## src/rtl/anim_pkg.sv

```systemverilog
// Shared encodings for the fighter animation sequencer.
// State values are visible to the sprite mapper, so keep them fixed.
package anim_pkg;
    localparam int STATE_W = 4;

    typedef enum logic [STATE_W-1:0] {
        S_IDLE = 4'd0,
        S_MOVE = 4'd1,
        S_JUMP = 4'd2,
        S_ATK1 = 4'd3,
        S_HIT  = 4'd5
    } anim_state_t;
endpackage

```

## src/rtl/anim_frame_counter.sv

```systemverilog
// Hold/frame counter shared by all timed animation states.
// Loop mode wraps the frame; one-shot mode saturates on the last frame.
module anim_frame_counter #(
    parameter int FRAME_W = 6,
    parameter int HOLD_W  = 4
) (
    input  logic               clk,
    input  logic               reset,
    input  logic               tick,
    input  logic               restart,
    input  logic [FRAME_W:0]   frames,
    input  logic [HOLD_W:0]    hold,
    input  logic               loop_mode,
    output logic [FRAME_W-1:0] frame,
    output logic               done
);
    localparam int FC_W = FRAME_W + 1;
    localparam int HC_W = HOLD_W + 1;

    logic [HOLD_W-1:0] hold_q;
    logic              hold_end;
    logic              at_last;
    logic              next_last;

    assign hold_end  = ({1'b0, hold_q} == hold - HC_W'(1));
    assign at_last   = ({1'b0, frame} == frames - FC_W'(1));
    assign next_last = ({1'b0, frame} + FC_W'(1) == frames - FC_W'(1));

    always_ff @(posedge clk) begin
        if (reset) begin
            hold_q <= '0;
            frame  <= '0;
            done   <= 1'b0;
        end else if (!tick) begin
            done <= 1'b0;
        end else if (restart) begin
            hold_q <= '0;
            frame  <= '0;
            done   <= 1'b0;
        end else if (hold_end) begin
            hold_q <= '0;
            if (at_last) begin
                // A saturated one-shot stays silent on later advances
                frame <= loop_mode ? '0 : frame;
                done  <= loop_mode;
            end else begin
                frame <= frame + FRAME_W'(1);
                done  <= !loop_mode && next_last;
            end
        end else begin
            hold_q <= hold_q + HOLD_W'(1);
            done   <= 1'b0;
        end
    end
endmodule

```

## src/rtl/player_anim_sequencer.sv

```systemverilog
// Turns one fighter's gameplay flags into animation state and frame index.
// Attack frames pass through (clamped); other states are timed locally.
module player_anim_sequencer
    import anim_pkg::*;
#(
    parameter int FRAME_W     = 6,
    parameter int HOLD_W      = 4,
    parameter int IDLE_FRAMES = 4,
    parameter int IDLE_HOLD   = 4,
    parameter int WALK_FRAMES = 8,
    parameter int WALK_HOLD   = 2,
    parameter int JUMP_FRAMES = 6,
    parameter int JUMP_HOLD   = 3,
    parameter int HIT_FRAMES  = 4,
    parameter int HIT_HOLD    = 3,
    parameter int ATK_FRAMES  = 18
) (
    input  logic               clk,
    input  logic               reset,
    input  logic               SCEN,
    input  logic               hitstun_active,
    input  logic               attack_active,
    input  logic [FRAME_W-1:0] attack_frame,
    input  logic               move_active,
    input  logic               jump_active,
    output logic [STATE_W-1:0] anim_state,
    output logic [FRAME_W-1:0] anim_frame,
    output logic               anim_done,
    output logic               state_changed
);
    localparam int FC_W   = FRAME_W + 1;
    localparam int HC_W   = HOLD_W + 1;
    localparam int F_MAX  = 2 ** FRAME_W;
    localparam int H_MAX  = 2 ** HOLD_W;

    localparam bit CFG_OK =
        IDLE_FRAMES >= 1 && IDLE_FRAMES <= F_MAX &&
        WALK_FRAMES >= 1 && WALK_FRAMES <= F_MAX &&
        JUMP_FRAMES >= 1 && JUMP_FRAMES <= F_MAX &&
        HIT_FRAMES  >= 1 && HIT_FRAMES  <= F_MAX &&
        ATK_FRAMES  >= 1 && ATK_FRAMES  <= F_MAX &&
        IDLE_HOLD   >= 1 && IDLE_HOLD   <= H_MAX &&
        WALK_HOLD   >= 1 && WALK_HOLD   <= H_MAX &&
        JUMP_HOLD   >= 1 && JUMP_HOLD   <= H_MAX &&
        HIT_HOLD    >= 1 && HIT_HOLD    <= H_MAX;

    if (!CFG_OK) begin : g_bad_cfg
        $error("player_anim_sequencer: frame/hold parameter out of range");
    end

    localparam logic [FRAME_W-1:0] ATK_MAX = FRAME_W'(ATK_FRAMES - 1);

    anim_state_t        state_q;
    anim_state_t        target;
    logic [FRAME_W-1:0] atk_q;
    logic [FRAME_W-1:0] atk_clamp;
    logic [FRAME_W-1:0] cnt_frame;
    logic [FC_W-1:0]    frames_sel;
    logic [HC_W-1:0]    hold_sel;
    logic               loop_sel;
    logic               restart;

    always_comb begin
        target = S_IDLE;
        if (hitstun_active)     target = S_HIT;
        else if (attack_active) target = S_ATK1;
        else if (jump_active)   target = S_JUMP;
        else if (move_active)   target = S_MOVE;
    end

    assign atk_clamp = (attack_frame > ATK_MAX) ? ATK_MAX : attack_frame;

    always_comb begin
        frames_sel = FC_W'(IDLE_FRAMES);
        hold_sel   = HC_W'(IDLE_HOLD);
        loop_sel   = 1'b1;
        unique case (target)
            S_MOVE: begin
                frames_sel = FC_W'(WALK_FRAMES);
                hold_sel   = HC_W'(WALK_HOLD);
            end
            S_JUMP: begin
                frames_sel = FC_W'(JUMP_FRAMES);
                hold_sel   = HC_W'(JUMP_HOLD);
                loop_sel   = 1'b0;
            end
            S_HIT: begin
                frames_sel = FC_W'(HIT_FRAMES);
                hold_sel   = HC_W'(HIT_HOLD);
                loop_sel   = 1'b0;
            end
            default: ;
        endcase
    end

    // Attack keeps the counter parked at zero so it never reports done
    assign restart = (target != state_q) || (target == S_ATK1);

    anim_frame_counter #(
        .FRAME_W (FRAME_W),
        .HOLD_W  (HOLD_W)
    ) u_cnt (
        .clk       (clk),
        .reset     (reset),
        .tick      (SCEN),
        .restart   (restart),
        .frames    (frames_sel),
        .hold      (hold_sel),
        .loop_mode (loop_sel),
        .frame     (cnt_frame),
        .done      (anim_done)
    );

    always_ff @(posedge clk) begin
        if (reset) begin
            state_q       <= S_IDLE;
            atk_q         <= '0;
            state_changed <= 1'b0;
        end else if (SCEN) begin
            state_q       <= target;
            state_changed <= (target != state_q);
            if (target == S_ATK1) atk_q <= atk_clamp;
        end else begin
            state_changed <= 1'b0;
        end
    end

    assign anim_state = state_q;
    assign anim_frame = (state_q == S_ATK1) ? atk_q : cnt_frame;
endmodule

```

## config.mk

```make
export PLATFORM = sky130hd
export DESIGN_NAME = player_anim_sequencer
export DESIGN_NICKNAME = d
export VERILOG_FILES = /design/src/rtl/anim_pkg.sv /design/src/rtl/anim_frame_counter.sv /design/src/rtl/player_anim_sequencer.sv
export SDC_FILE = /design/constraint.sdc
export NUM_CORES = 1
export LEC_CHECK = 0
export ABC_AREA = 0
export BUFFER_PORTS_ARGS = -buffer_cell sky130_fd_sc_hd__buf_2
export CORE_UTILIZATION = 56
export CTS_CLUSTER_DIAMETER = 60
export CTS_CLUSTER_SIZE = 25
export DETAILED_ROUTE_END_ITERATION = 8
export HOLD_SLACK_MARGIN = 0.08
export PLACE_DENSITY = 0.8
export SLEW_MARGIN = 20
export SYNTH_ARGS = -nofsm -noshare
export SYNTH_HDL_FRONTEND = slang
export SYNTH_HIERARCHICAL = 1
export SYNTH_SLANG_ARGS = --single-unit
```

## constraint.sdc

```tcl
create_clock -name clk -period 3.6 [get_ports clk]
set_clock_uncertainty 0.2 [all_clocks]
set_input_delay 0.54 -clock clk [delete_from_list [all_inputs] [get_ports clk]]
set_output_delay 0.54 -clock clk [all_outputs]
set_load 0.05 [all_outputs]
```

# Word-level counts from Yosys, hierarchy flattened
# Cells that the tools add are included.
# W data, S select, Z words.
dict set report word_totals {
  register_bits 22
  input_bits 13
}
dict set report classes {
  n_addsub 5
  magnitude_cmp 1
  eq_ne 10
  muxes 16
  n_bitwise 2
  reduce_logical 8
}
# operator count
set op_table {}
lappend op_table {{$mux W6} 6}
lappend op_table {{$eq A4 B2 Y1 const B} 3}
lappend op_table {{$mux W4} 2}
lappend op_table {{$pmux W4 S2} 1}
lappend op_table {{$add A6 B1 Y7 const B} 1}
lappend op_table {{$eq A6 B7 Y1} 1}
lappend op_table {{$eq A7 B7 Y1} 1}
lappend op_table {{$add A6 B1 Y6 const B} 1}
lappend op_table {{$gt A6 B5 Y1 const B} 1}
lappend op_table {{$pmux W3 S2} 1}
lappend op_table {{$eq A4 B5 Y1} 1}
lappend op_table {{$sub A4 B1 Y5 const B} 1}
lappend op_table {{$add A4 B1 Y4 const B} 1}
lappend op_table {{$eq A4 B1 Y1 const B} 1}
lappend op_table {{$eq A4 B3 Y1 const B} 1}
lappend op_table {{$mux W2} 2}
lappend op_table {{$ne A4 B4 Y1} 1}
lappend op_table {{$reduce_or A2 Y1} 2}
lappend op_table {{$reduce_or A4 Y1} 1}
lappend op_table {{$sub A3 B1 Y4 const B} 1}
lappend op_table {{$mux W1} 3}
lappend op_table {{$mux W3} 1}
lappend op_table {{$ne A3 B3 Y1 const B} 1}
lappend op_table {{$reduce_and A3 Y1} 1}
lappend op_table {{5 further kinds} 6}

# Depth between registers and ports, before layout
dict set report logic_depth {
  depth_word 11
  mapped_depth 11
  mapped_depth_nobuf 11
}

# Cells and area by module
# The synthesis kept the hierarchy.
# module instances cells_per_inst area_each_um2 seq_area_each_um2
set modules_own_cells {}
lappend modules_own_cells {anim_frame_counter 1 120 988.4 220.2}
lappend modules_own_cells {player_anim_sequencer 1 76 626.9 200.2}

# Worst setup path before layout
# No wires, ideal clock.
dict set report synth_path {
  path_type {input -> register}
  from {in hitstun_active}
  to {reg u_cnt.frame[0]}
  arrival_ps 2586
  required_ps 3279
  path_slack_ps 693
  cell_stages 11
  n_path_buf 1
  cell_sequence {buf_2 -> nor2_1 -> and2_1 -> inv_1 -> ha_1 -> or3b_4 -> nor4_1 -> or4_4 -> nor3_4 -> nor2_1 -> mux2_2}
}
dict set report synth_via {
  elab_chain_len 8
  word_cells_on_any_way 20
}
# element line
set synth_lines {}
lappend synth_lines {{start, declared} player_anim_sequencer.sv:21} ;# input logic hitstun_active,
lappend synth_lines {{$mux W3 (*)} player_anim_sequencer.sv:65} ;# if (hitstun_active) target = S_HIT;
lappend synth_lines {{$eq A4 B2 Y1 or $eq A4 B1 Y1 (tied branches)} player_anim_sequencer.sv:77} ;# unique case (target)
lappend synth_lines {{$pmux W4 S2 (*)} player_anim_sequencer.sv:77}
lappend synth_lines {{net frames_sel[1]} player_anim_sequencer.sv:58} ;# logic [FC_W-1:0] frames_sel;
lappend synth_lines {{$sub A4 B1 Y5 (*)} anim_frame_counter.sv:26} ;# assign at_last = ({1'b0, frame} == frames - FC_W'(1));
lappend synth_lines {{$eq A6 B7 Y1 (*)} anim_frame_counter.sv:26}
lappend synth_lines {{$mux W6} anim_frame_counter.sv:42} ;# if (at_last) begin
lappend synth_lines {{$mux W6} anim_frame_counter.sv:40} ;# end else if (hold_end) begin
lappend synth_lines {{$mux W6} anim_frame_counter.sv:36} ;# end else if (restart) begin
lappend synth_lines {{end signal, assigned} anim_frame_counter.sv:44} ;# frame <= loop_mode ? '0 : frame;
lappend synth_lines {{end signal, assigned} anim_frame_counter.sv:47} ;# frame <= frame + FRAME_W'(1);
lappend synth_lines {{end, declared} anim_frame_counter.sv:14} ;# output logic [FRAME_W-1:0] frame,
# Mark *: on every way through the listed nets, which the timed path passes. The rest lies on a longest branch. The select of a mux whose other input is x is not followed.
# A chain may end at the register's enable or synchronous reset.

# Final worst setup path
# Ends and elaborated chain as after synthesis.

==> run_summary.xml <==
<?xml version="1.0" encoding="UTF-8"?>
<metrics>
  <group name="global_route">
    <metric name="grt_max_degree" unit="">18</metric>
    <metric name="grt-ovfl-total" unit="">0</metric>
    <metric name="grt_first_pass_wirelength" unit="um">5820</metric>
    <metric name="antenna_found_initial" unit="">0</metric>
    <metric name="globalRouteTotalUtil" unit="%">23.2</metric>
    <metric name="grt_pass1_vias" unit="">1372</metric>
  </group>
  <group name="logic_synthesis">
    <metric name="yosys_most_used_dff" unit="">sky130_fd_sc_hd__dfxtp_1</metric>
    <metric name="netlist.area_leader.share" unit="%">26.0</metric>
    <metric name="avgSynthCellArea" unit="um2">8.24</metric>
    <metric name="ys.warnings.count" unit="">6</metric>
    <metric name="count_of_flip_flops_with_a_built_in_enable_after_synthesis" unit="">0</metric>
    <metric name="postSynthCellCount" unit="">196</metric>
    <metric name="synth.top_cells.by_area" unit="">sky130_fd_sc_hd__dfxtp_1, sky130_fd_sc_hd__xnor2_1, sky130_fd_sc_hd__mux2_2</metric>
    <metric name="synth-seq-area-share" unit="%">26.0</metric>
    <metric name="yosys.area.top_type" unit="">sky130_fd_sc_hd__dfxtp_1</metric>
    <metric name="mappedNetlistArea" unit="mm2">0.00162</metric>
    <metric name="yosys.cell_types.count" unit="">49</metric>
    <metric name="ys_ff_latch" unit="">21</metric>
    <metric name="ys_async_sr_fraction" unit="%">0</metric>
  </group>
  <group name="detailed_routing">
    <metric name="routedWlPerCell" unit="um">12.6</metric>
    <metric name="drt_iter0_drc" unit="">91</metric>
    <metric name="drt_pre_antenna_iters" unit="">4</metric>
    <metric name="via_density_per_instance" unit="">5.52</metric>
    <metric name="post-route-drc-count" unit="">0</metric>
    <metric name="drtAntennaViolNets" unit="">0</metric>
    <metric name="dr_total_vias" unit="">1469</metric>
    <metric name="drt_wl_total" unit="um">3360</metric>
  </group>
  <group name="run">
    <metric name="cap_viol_max_count" unit="">0</metric>
  </group>
  <group name="floorplan">
    <metric name="starting_utilization_of_the_core_area" unit="%">59.1</metric>
    <metric name="die-height" unit="um">55.7</metric>
    <metric name="placementRows" unit="">19</metric>
    <metric name="ios" unit="">25</metric>
    <metric name="die-area" unit="mm2">0.00310</metric>
    <metric name="chipWidth" unit="um">55.7</metric>
    <metric name="core_outline_area" unit="mm2">0.00273</metric>
  </group>
  <group name="worst_setup_path">
    <metric name="timing.setup.critical_path_class" unit="">primary input to register</metric>
    <metric name="startpoint" unit="">hitstun_active</metric>
    <metric name="critical_path.endpoint_type" unit="">register</metric>
    <metric name="worstPathMaxFanout" unit="">14</metric>
    <metric name="start_kind" unit="">primary input</metric>
    <metric name="cp_data_arrival_time" unit="ps">2890</metric>
    <metric name="r2r_start" unit="">anim_state[2]$_SDFFE_PP0P_</metric>
    <metric name="timing.critical_path.required" unit="ps">3650</metric>
  </group>
  <group name="clock_network">
    <metric name="clk-insertion-delay-late" unit="ps">300</metric>
    <metric name="htree_levels" unit="">1</metric>
    <metric name="postCtsResizedCells" unit="">0</metric>
    <metric name="cts_root_buf" unit="">sky130_fd_sc_hd__clkbuf_4</metric>
    <metric name="cts.repair_timing.setup_buffer_count" unit="">0</metric>
    <metric name="clock_tree.buffer_depth" unit="">2</metric>
    <metric name="cts_tree" unit="">done</metric>
    <metric name="clkSinkCount" unit="">21</metric>
    <metric name="clk_transition_reported_paths" unit="ps">110</metric>
    <metric name="cts.hold.buffers_added" unit="">0</metric>
    <metric name="cts_buffers" unit="">3</metric>
  </group>
  <group name="place">
    <metric name="buffer_ports.inserted" unit="">23</metric>
    <metric name="placedCellCount" unit="">262</metric>
    <metric name="place_ws" unit="ps">468</metric>
    <metric name="post-dp-hpwl" unit="um">2640</metric>
    <metric name="gpl.final_weighted_congestion" unit="">0.820</metric>
  </group>
  <group name="finish">
    <metric name="layout-drive-gt1-share" unit="%">19.1</metric>
    <metric name="nNetsFinal" unit="">253</metric>
    <metric name="antenna_cells" unit="">0</metric>
    <metric name="stdcell_count" unit="">266</metric>
    <metric name="syn_to_final_growth" unit="%">13.4</metric>
  </group>
  <group name="timing">
    <metric name="timing_worst_slew_pin_value" unit="ps">503</metric>
    <metric name="fin_crit" unit="ps">2840</metric>
    <metric name="headroom_to_the_max_slew_limit" unit="%">66.2</metric>
    <metric name="timing.final.crit_share" unit="%">78.9</metric>
    <metric name="maxClockFrequency" unit="MHz">352</metric>
    <metric name="final_max_slew_viol_count" unit="">0</metric>
    <metric name="finalWorstSetupSlack" unit="ps">761</metric>
    <metric name="hold_viol_final" unit="">0</metric>
    <metric name="grt_setup_unrepaired" unit="">false</metric>
    <metric name="fin_setup_tns" unit="ps">0</metric>
    <metric name="setup_violations" unit="">0</metric>
  </group>
  <group name="pwr">
    <metric name="power.static_leakage" unit="uW">0.000784</metric>
    <metric name="power_density" unit="mW/mm2">249</metric>
    <metric name="vdd_ir_drop_max" unit="uV">336</metric>
    <metric name="total_power" unit="uW">457</metric>
  </group>
  <group name="min_path">
    <metric name="hold_start" unit="">atk_q[3]$_SDFFE_PP0P_</metric>
    <metric name="hold_path_class" unit="">register to register</metric>
  </group>
  <group name="run_status">
    <metric name="outcome" unit="">completed</metric>
  </group>
</metrics>
critical path: stages:
cell and delay [ps]:
sky130_fd_sc_hd__buf_2 170, sky130_fd_sc_hd__nor2_1 140, sky130_fd_sc_hd__and2_1 170, sky130_fd_sc_hd__inv_1 60, sky130_fd_sc_hd__ha_1 220, sky130_fd_sc_hd__or3b_4 280, sky130_fd_sc_hd__nor4_1 70, sky130_fd_sc_hd__or4_4 540
sky130_fd_sc_hd__nor3_4 250, sky130_fd_sc_hd__o2bb2ai_2 220, sky130_fd_sc_hd__mux2_2 220
cell families (layout without fill, tap and decap cells):
family	after synthesis	count (layout)	synth area share, %
and+or+nand+nor	87	87	30.2
AOI/OAI and AO/OA	36	36	17.4
xor gates and xnor gates	21	21	12.3
DFF	21	21	26.0
buffers and inverters	17	36	4.49
muxes	9	9	6.20
adders and majority gates	4	4	3.10
other	1	21	0.232
sequential cells by signal, indices dropped and copies added (netlist names):
register / cells
state_changed: 1
u_cnt/frame: 6
atk_q: 6
u_cnt/done: 1
anim_state: 3
u_cnt/hold_q: 4
layout make-up:
cell class	instances	area [um2]
tap	31	38.8
sequential	21	420
fill	255	902
clock buffer	4	26.3
timing repair buffer	23	115
multi-input combinational	178	1200
inverter	9	33.8
cells in the final DEF (no fill, tap or decap), types with 4 or more instances in the layout:
| master | instances |
|---|---|
| sky130_fd_sc_hd__xor2_1 | 6 |
| sky130_fd_sc_hd__dfxtp_1 | 21 |
| sky130_fd_sc_hd__mux2_2 | 8 |
| sky130_fd_sc_hd__a21o_1 | 5 |
| sky130_fd_sc_hd__nand3_1 | 8 |
| sky130_fd_sc_hd__conb_1 | 21 |
| sky130_fd_sc_hd__nor3_1 | 9 |
| sky130_fd_sc_hd__buf_2 | 23 |
| sky130_fd_sc_hd__nand2_1 | 15 |
| sky130_fd_sc_hd__nand2b_1 | 7 |
| sky130_fd_sc_hd__ha_1 | 4 |
| sky130_fd_sc_hd__xnor2_1 | 14 |
| sky130_fd_sc_hd__a21oi_1 | 11 |
| sky130_fd_sc_hd__inv_1 | 9 |
| sky130_fd_sc_hd__nor2_1 | 19 |
| sky130_fd_sc_hd__nand3b_1 | 5 |
path summary, 6_finish.rpt:
path	end	slack, ps	cells after the start
setup / recovery	u_cnt/frame[0]$_SDFFE_PP0P_	760	11
hold / removal	atk_q[3]$_SDFFE_PP0P_	260	2
setup reg to reg	u_cnt/frame[3]$_SDFFE_PP0P_	1190	7
hold reg to reg	atk_q[3]$_SDFFE_PP0P_	260	2
cells in the mapped netlist, types with 3 or more instances:
library cell	count
sky130_fd_sc_hd__nand2_1	15
sky130_fd_sc_hd__nand2b_1	7
sky130_fd_sc_hd__nand3b_1	5
sky130_fd_sc_hd__xnor2_1	14
sky130_fd_sc_hd__nor2_1	19
sky130_fd_sc_hd__dfxtp_1	21
sky130_fd_sc_hd__mux2_2	8
sky130_fd_sc_hd__nor4_1	3
sky130_fd_sc_hd__nor3b_1	3
sky130_fd_sc_hd__inv_1	9
sky130_fd_sc_hd__o31a_1	3
sky130_fd_sc_hd__ha_1	4
sky130_fd_sc_hd__nand3_1	8
sky130_fd_sc_hd__or2_2	3
sky130_fd_sc_hd__a21oi_1	11
sky130_fd_sc_hd__a21o_1	5
sky130_fd_sc_hd__a211oi_1	3
sky130_fd_sc_hd__xor2_1	6
sky130_fd_sc_hd__buf_2	4
sky130_fd_sc_hd__nor3_1	9
report_power, final:
part	switching [uW]	internal (uW)	total [uW]
sequential	4.78	237	242
combinational	65.0	38.4	103
clock	68.2	43.1	111
total	138	319	457
through the flow:
step                cell area [um2]  utilization, %  hold WS, ps
finish                         1830            67.0          260
global route                   1830            67.0          280
CTS                            1830            67.0          261
detailed placement             1810            66.0          244
global placement               1810            66.0          240
floorplan                      1690               -          229
routing by layer:
| metal | up-vias | part of all wire, % | global-route usage [%] |
|---|---|---|---|
| met5 | - | 0 | 0 |
| met4 | 0 | 1.7 | 6.07 |
| met3 | 6 | 3.2 | 3.72 |
| met2 | 33 | 48 | 41.0 |
| met1 | 680 | 47 | 29.3 |
| li1 | 750 | - | - |
No activity file was read; power rests on OpenSTA's default activity.
